[src/rtl/readout_rx_pkg.sv]
// Shared types and constants for the readout I/Q window integrator.
// Holds the FSM state type, configuration register map and reset defaults.
package readout_rx_pkg;

    typedef enum logic [1:0] {
        IDLE  = 2'd0,
        INTEG = 2'd1,
        FLUSH = 2'd2
    } state_t;

    localparam logic [1:0] CFG_ADDR_LOG2_WIN = 2'd0;
    localparam logic [1:0] CFG_ADDR_NUM_WIN  = 2'd1;
    localparam logic [1:0] CFG_ADDR_OFFSET_I = 2'd2;
    localparam logic [1:0] CFG_ADDR_OFFSET_Q = 2'd3;

    localparam logic [3:0] LOG2_WIN_RST = 4'd4;
    localparam int         NUM_WIN_RST  = 1;

    // Window exponents beyond what the accumulator can hold are pinned to the maximum.
    function automatic logic [3:0] clamp_log2(input logic [3:0] req, input int max_l);
        if (int'(req) > max_l) begin
            return 4'(max_l);
        end
        return req;
    endfunction

endpackage

[src/rtl/readout_rx_iq_integ_lane.sv]
// One I or Q lane: accumulates samples, averages by shift, optional offset with saturation.
// The offset stage exists only when READOUT_RX_IQ_INTEG_OFFSET_EN is defined.
module readout_rx_iq_integ_lane #(
    parameter int DATA_WIDTH   = 16,
    parameter int LOG2_WIN_MAX = 8,
    parameter int ACC_WIDTH    = DATA_WIDTH + LOG2_WIN_MAX
) (
    input  logic                         clk,
    input  logic                         rst,
    input  logic                         clear,
    input  logic                         add,
    input  logic                         last,
    input  logic [3:0]                   log2_win,
`ifdef READOUT_RX_IQ_INTEG_OFFSET_EN
    input  logic signed [DATA_WIDTH-1:0] offset,
`endif
    input  logic signed [DATA_WIDTH-1:0] sample,
    output logic signed [DATA_WIDTH-1:0] avg
);

    localparam int PAD = ACC_WIDTH - DATA_WIDTH;

    logic signed [ACC_WIDTH-1:0]  acc;
    logic signed [ACC_WIDTH-1:0]  sum;
    logic signed [DATA_WIDTH-1:0] result;
    logic signed [DATA_WIDTH-1:0] lane_out;

`ifdef READOUT_RX_IQ_INTEG_OFFSET_EN
    localparam logic [DATA_WIDTH-1:0] SAT_MAX = {1'b0, {(DATA_WIDTH-1){1'b1}}};
    localparam logic [DATA_WIDTH-1:0] SAT_MIN = {1'b1, {(DATA_WIDTH-1){1'b0}}};
    logic [DATA_WIDTH:0] diff;
`endif

    // NOTE: every always_comb output is assigned on every path, so no latch is inferred.
    always_comb begin
        sum    = acc + {{PAD{sample[DATA_WIDTH-1]}}, sample};
        // The window average of in-range samples always fits, so the truncation is lossless.
        result = DATA_WIDTH'(sum >>> log2_win);
`ifdef READOUT_RX_IQ_INTEG_OFFSET_EN
        diff = {result[DATA_WIDTH-1], result} - {offset[DATA_WIDTH-1], offset};
        if (diff[DATA_WIDTH] != diff[DATA_WIDTH-1]) begin
            lane_out = diff[DATA_WIDTH] ? SAT_MIN : SAT_MAX;
        end else begin
            lane_out = diff[DATA_WIDTH-1:0];
        end
`else
        lane_out = result;
`endif
    end

    // NOTE: sequential state uses non-blocking assignments so all flops update together.
    always_ff @(posedge clk or negedge rst) begin
        if (!rst) begin
            acc <= '0;
            avg <= '0;
        end else if (clear) begin
            acc <= '0;
        end else if (add) begin
            if (last) begin
                acc <= '0;
                avg <= lane_out;
            end else begin
                acc <= sum;
            end
        end
    end

endmodule

[src/rtl/readout_rx_iq_integrator.sv]
// Readout receiver I/Q window integrator: FSM, counters, config registers, two lanes.
// Optional per-lane output offsets are enabled by READOUT_RX_IQ_INTEG_OFFSET_EN.
module readout_rx_iq_integrator
    import readout_rx_pkg::*;
#(
    parameter int DATA_WIDTH    = 16,
    parameter int LOG2_WIN_MAX  = 8,
    parameter int ACC_WIDTH     = DATA_WIDTH + LOG2_WIN_MAX,
    parameter int NUM_WIN_WIDTH = 16
) (
    input  logic                         clk,
    input  logic                         rst,
    input  logic                         cfg_wr_en,
    input  logic [1:0]                   cfg_wr_addr,
    input  logic [15:0]                  cfg_wr_data,
    input  logic                         meas_start,
    input  logic                         valid_in,
    input  logic signed [DATA_WIDTH-1:0] i_in,
    input  logic signed [DATA_WIDTH-1:0] q_in,
    output logic                         start_count,
    output logic                         finish_count,
    output logic                         valid_out,
    output logic signed [DATA_WIDTH-1:0] i_out,
    output logic signed [DATA_WIDTH-1:0] q_out,
    output logic                         busy
);

    localparam int CW = LOG2_WIN_MAX + 1;

    state_t                     state;
    logic [3:0]                 log2_win;
    logic [NUM_WIN_WIDTH-1:0]   num_win;
    logic [NUM_WIN_WIDTH-1:0]   win_cnt;
    logic [LOG2_WIN_MAX-1:0]    sample_cnt;
    logic [NUM_WIN_WIDTH-1:0]   wr_num;
    logic [CW-1:0]              win_len_m1;
    logic                       sample_last;
    logic                       win_last;
    logic                       accept;
    logic                       clear;

`ifdef READOUT_RX_IQ_INTEG_OFFSET_EN
    logic signed [DATA_WIDTH-1:0] offset_i;
    logic signed [DATA_WIDTH-1:0] offset_q;
`endif

    assign wr_num      = NUM_WIN_WIDTH'(cfg_wr_data);
    assign win_len_m1  = (CW'(1) << log2_win) - CW'(1);
    assign sample_last = ({1'b0, sample_cnt} == win_len_m1);
    assign win_last    = (win_cnt == num_win - NUM_WIN_WIDTH'(1));
    assign accept      = valid_in && (state == INTEG);
    assign clear       = meas_start && (state == IDLE);
    assign busy        = (state != IDLE);

    // Configuration is frozen outside IDLE so a running measurement sees stable settings.
    always_ff @(posedge clk or negedge rst) begin
        if (!rst) begin
            log2_win <= clamp_log2(LOG2_WIN_RST, LOG2_WIN_MAX);
            num_win  <= NUM_WIN_WIDTH'(NUM_WIN_RST);
`ifdef READOUT_RX_IQ_INTEG_OFFSET_EN
            offset_i <= '0;
            offset_q <= '0;
`endif
        end else if (cfg_wr_en && (state == IDLE)) begin
            case (cfg_wr_addr)
                CFG_ADDR_LOG2_WIN: log2_win <= clamp_log2(cfg_wr_data[3:0], LOG2_WIN_MAX);
                CFG_ADDR_NUM_WIN:  num_win  <= (wr_num == '0) ? NUM_WIN_WIDTH'(1) : wr_num;
`ifdef READOUT_RX_IQ_INTEG_OFFSET_EN
                CFG_ADDR_OFFSET_I: offset_i <= DATA_WIDTH'(cfg_wr_data);
                CFG_ADDR_OFFSET_Q: offset_q <= DATA_WIDTH'(cfg_wr_data);
`endif
                default: ;
            endcase
        end
    end

    always_ff @(posedge clk or negedge rst) begin
        if (!rst) begin
            state        <= IDLE;
            start_count  <= 1'b0;
            finish_count <= 1'b0;
            valid_out    <= 1'b0;
            sample_cnt   <= '0;
            win_cnt      <= '0;
        end else begin
            start_count  <= 1'b0;
            finish_count <= 1'b0;
            valid_out    <= 1'b0;
            case (state)
                IDLE: begin
                    if (meas_start) begin
                        state       <= INTEG;
                        start_count <= 1'b1;
                        sample_cnt  <= '0;
                        win_cnt     <= '0;
                    end
                end
                INTEG: begin
                    if (valid_in) begin
                        if (sample_last) begin
                            valid_out  <= 1'b1;
                            sample_cnt <= '0;
                            win_cnt    <= win_cnt + NUM_WIN_WIDTH'(1);
                            if (win_last) begin
                                state <= FLUSH;
                            end
                        end else begin
                            sample_cnt <= sample_cnt + LOG2_WIN_MAX'(1);
                        end
                    end
                end
                FLUSH: begin
                    // The final valid_out is visible during FLUSH; finish follows it.
                    state        <= IDLE;
                    finish_count <= 1'b1;
                end
                default: state <= IDLE;
            endcase
        end
    end

    readout_rx_iq_integ_lane #(
        .DATA_WIDTH   (DATA_WIDTH),
        .LOG2_WIN_MAX (LOG2_WIN_MAX),
        .ACC_WIDTH    (ACC_WIDTH)
    ) u_lane_i (
        .clk      (clk),
        .rst      (rst),
        .clear    (clear),
        .add      (accept),
        .last     (sample_last),
        .log2_win (log2_win),
`ifdef READOUT_RX_IQ_INTEG_OFFSET_EN
        .offset   (offset_i),
`endif
        .sample   (i_in),
        .avg      (i_out)
    );

    readout_rx_iq_integ_lane #(
        .DATA_WIDTH   (DATA_WIDTH),
        .LOG2_WIN_MAX (LOG2_WIN_MAX),
        .ACC_WIDTH    (ACC_WIDTH)
    ) u_lane_q (
        .clk      (clk),
        .rst      (rst),
        .clear    (clear),
        .add      (accept),
        .last     (sample_last),
        .log2_win (log2_win),
`ifdef READOUT_RX_IQ_INTEG_OFFSET_EN
        .offset   (offset_q),
`endif
        .sample   (q_in),
        .avg      (q_out)
    );

endmodule

[config.mk]
export PLATFORM = sky130hd
export DESIGN_NAME = readout_rx_iq_integrator
export DESIGN_NICKNAME = d
export VERILOG_FILES = /design/src/rtl/readout_rx_pkg.sv /design/src/rtl/readout_rx_iq_integ_lane.sv /design/src/rtl/readout_rx_iq_integrator.sv
export SDC_FILE = /design/constraint.sdc
export NUM_CORES = 1
export LEC_CHECK = 0
export BUFFER_PORTS_ARGS = -buffer_cell sky130_fd_sc_hd__buf_4
export CAP_MARGIN = 25
export CORE_MARGIN = 2
export CORE_UTILIZATION = 45
export CTS_BUF_LIST = sky130_fd_sc_hd__clkbuf_4 sky130_fd_sc_hd__clkbuf_8
export CTS_CLUSTER_DIAMETER = 100
export DETAILED_ROUTE_END_ITERATION = 8
export PLACE_DENSITY = 0.65
export SLEW_MARGIN = 0
export SYNTH_ARGS = -nofsm -noshare
export SYNTH_HDL_FRONTEND = slang
export SYNTH_SLANG_ARGS = --single-unit
[constraint.sdc]
create_clock -name clk -period 6.52 [get_ports clk]
set_input_delay 0.326 -clock clk [delete_from_list [all_inputs] [get_ports clk]]
set_output_delay 0.326 -clock clk [all_outputs]
set_load 0.03 [all_outputs]
==> impl_metrics.csv <==
group,metric,value,unit
status,status,"complete, no violations",
global_route,grt_max_degree,79,
global_route,grt_pass1_wl,57300,um
cts,clock-root-buffer,"clkbuf_8",
drt,drc_errors,0,
synthesis,synth_compound_area_share,25.2,%
cells_and_area,final_common_cell,"nand2_1",
sta,hold_viol_final,0,
synthesis,ys.flop_type,"dfrtp_1",
sta,tightest_slew,0.950,ns
power,power_leakage,0.00546,uW
floorplanning,ios,91,
worst_setup_path,r2r-end,"u_lane_q.avg[11]",
sta,rsz0062_at_grt,"false",
synthesis,synth_fp_nets,1517,
worst_setup_path,reg2reg_from,"log2_win[0]",
sta,fmax,232,MHz
cts,cts_tree,"built",
sta,slew_viol_final,0,
global_route,grt-busiest-layer,"met2",
drt,num_vias,11300,
power,p_int,3100,uW
synthesis,synth_cell_types,84,
worst_hold_path,min_from,"cfg_wr_data[8]",
worst_setup_path,rrSetupSlack,2.21,ns
power,p_switching,3420,uW
placement,place.gp.congestion,0.906,
floorplanning,dieWidth,164,um
synthesis,async_flop_share,100,%
power,p_seq_share,19.3,%
drt,drtIter0Drc,1320,
synthesis,synth-xor-area-share,5.64,%
synthesis,yosysWarnings,0,
worst_hold_path,min_path_cells,2,
global_route,grt_antenna_before_repair,0,
drt,vias_per_cell,6.34,
drt,ant_nets,0,
global_route,use_met3,3.64,%
cts,clock-sinks,129,
placement,numPortBuffers,90,
power,p_comb_share,68.7,%
job,cap_violations,0,
power,swShare,52.4,%
synthesis,synth-seq-cells,129,
cells_and_area,drive_above_1_share,14.6,%
sta,period_needed,4.31,ns
global_route,globalRouteMet1Util,38.1,%
synthesis,syn_area_per_cell,8.15,um^2
sta,setup_viol,0,
synthesis,synthMuxAreaShare,8.95,%
cts,cts_buffers,17,
worst_setup_path,cp-start-kind,"flop",
cells_and_area,post-route-util,50.6,%
worst_setup_path,crit_fanout,47,
floorplanning,die_y,164,um
cts,clk_latency,0.48,ns
cells_and_area,area_growth,10.6,%
power,powerDensity,513,mW/mm^2
floorplanning,num_rows,58,
cts,clk_path_buf_depth,2,
worst_setup_path,cp_data_arrival_time,4.63,ns
sta,skew,0.0186,ns
global_route,first_global_vias,10500,
drt,postRouteWirelength,36600,um
synthesis,ys_seq_area_share,28.1,%
worst_setup_path,worstRegToRegCells,12,
global_route,grtUsageMet2,43.1,%
synthesis,synth_fa_ha_area_share,5.79,%
worst_setup_path,end_kind,"flop",
global_route,grtUsageTotal,27.3,%
global_route,grt_overflow,0,
power,vdd_drop_max,229,uV
sta,finalSetupTns,0,ns
synthesis,yosys.area_share.simple,21.9,%
drt,wl_per_cell,20.5,um
floorplanning,initial_utilization,45.8,%
sta,finalCritPeriodShare,66.0,%
synthesis,synth_top_family_by_area,"compound AO/OA/AOI/OAI gates",
cells_and_area,final_cell_mix,"188 x nand2_1, 126 x dfrtp_1, 105 x o21ai_0",
worst_hold_path,worstHoldEndpoint,"num_win[8]",
cts,clk_pin_slew,0.11,ns
cells_and_area,insertedDiodeCount,0,
cts,cts_max_level,4,
worst_setup_path,crit_path_start,"log2_win[0]",
sta,relSlewSlack,36.4,%
synthesis,netlist_area,0.0115,mm^2
floorplanning,dieArea,0.0268,mm^2
drt,drtPass1Iterations,6,
synthesis,synth_edf_count,0,
worst_setup_path,critPathKind,"reg2reg",
power,clockPowerShare,12.0,%
placement,hpwl,26000,um
synthesis,synthCells,1410,
worst_hold_path,timing.hold.worst.class,"in2reg",
cells_and_area,fin_nets,1550,
worst_setup_path,cp_data_required_time,6.84,ns
floorplanning,core,0.0251,mm^2
==> worst max path at each step <==
stage | to | slack, ns
2_1_floorplan | u_lane_i.avg[6] | 2.32
3_3_place_gp | u_lane_i.avg[11] | 2.50
3_5_place_dp | u_lane_q.avg[11] | 2.31
4_1_cts | u_lane_q.avg[11] | 2.30
5_1_grt | u_lane_q.avg[11] | 1.96
6_report | u_lane_q.avg[11] | 2.21
==> power by group through the flow <==
stage          Clock (uW)  Combinational (uW)  Sequential (uW)
2_1_floorplan           0                3280             1240
3_3_place_gp            0                4330             1260
3_5_place_dp            0                4370             1260
4_1_cts               790                4400             1250
5_1_grt               827                4870             1290
6_report              786                4480             1260
==> Yosys cell counts (17+ instances only) <==
cell | number | area, um^2
nor3_1 | 40 | 200
dfrtp_1 | 127 | 3180
a21oi_1 | 94 | 470
or3_1 | 20 | 125
xor2_1 | 33 | 289
mux4_2 | 17 | 383
nand3_1 | 41 | 205
nand4_1 | 18 | 113
mux2i_1 | 33 | 330
ha_1 | 50 | 626
o31ai_1 | 31 | 233
a21o_1 | 21 | 158
mux2_2 | 28 | 315
o21ai_0 | 105 | 526
nor2_1 | 104 | 390
xnor2_1 | 41 | 359
o211ai_1 | 18 | 135
nand2_1 | 188 | 706
inv_1 | 23 | 86.3
o22ai_1 | 17 | 106
clkbuf_1 | 68 | 255
a211oi_1 | 28 | 210
==> repair_timing <==
action                                 in CTS  in global routing
endpoints found under the hold margin      60                  0
buffers inserted                            0                  0
hold buffers                                1                  0
resized for setup                           0                  0
==> final cells by class <==
type                            instances  area, um^2
Clock inverter                         15         190
Multi-Input combinational cell       1168        7770
Tap cell                              330         413
Sequential cell                       129        3230
Clock buffer                           17         234
Timing Repair Buffer                  104         787
Fill cell                            2476       12400
Inverter                               23        86.3
==> stage by stage <==
| step | cell area (um^2) | setup slack (ns) | hold slack (ns) | std cells | total power (uW) |
|---|---|---|---|---|---|
| finish | 12700 | 2.21 | 0.0726 | 1786 | 6520 |
| global route | 12700 | 1.96 | 0.0601 | 1786 | 6990 |
| CTS | 12700 | 2.30 | 0.0549 | 1786 | 6440 |
| detailed placement | 12300 | 2.31 | 0.375 | 1753 | 5630 |
| global placement | 12300 | 2.50 | 0.371 | 1753 | 5580 |
| floorplan | 11500 | 2.32 | 0.0304 | 1410 | 4510 |
==> worst max-delay path, stage by stage (launching register included) <==
cell and delay [ns]:
dfrtp_1 0.35, buf_4 0.45, inv_2 0.06, nor2_1 0.22, nand2_1 0.09, ha_1 0.30
or3_1 0.38, a211oi_1 0.26, or3b_2 0.19, o211ai_1 0.22, or4_1 0.84, nor2_1 0.60
a31oi_1 0.19
==> routing by layer <==
metal | vias up | routed length (um)
met5 | - | 0
met2 | 455 | 16700
met1 | 5453 | 16600
met3 | 67 | 2110
met4 | 0 | 1150
li1 | 5342 | -
==> sequential cells by signal (all words and copies together) (netlist names) <==
| register | flops |
|---|---|
| valid_out | 1 |
| win_cnt | 16 |
| u_lane_q.acc | 24 |
| u_lane_i.acc | 24 |
| num_win | 16 |
| start_count | 1 |
| log2_win | 4 |
| state | 2 |
| finish_count | 1 |
| u_lane_q.avg | 16 |
| u_lane_i.avg | 16 |
| sample_cnt | 8 |
==> kinds of logic (layout without fill, tap and decap cells) <==
kind of cell / Yosys count / count (layout)
buffers and inverters: 113 / 159
XOR/XNOR: 74 / 74
AND/OR/NAND/NOR: 523 / 523
AO/OA/AOI/OAI: 441 / 441
multiplexers: 78 / 78
adder cells (fa/ha/maj): 52 / 52
flip-flops: 129 / 129
(Power assumes the default switching activity.)
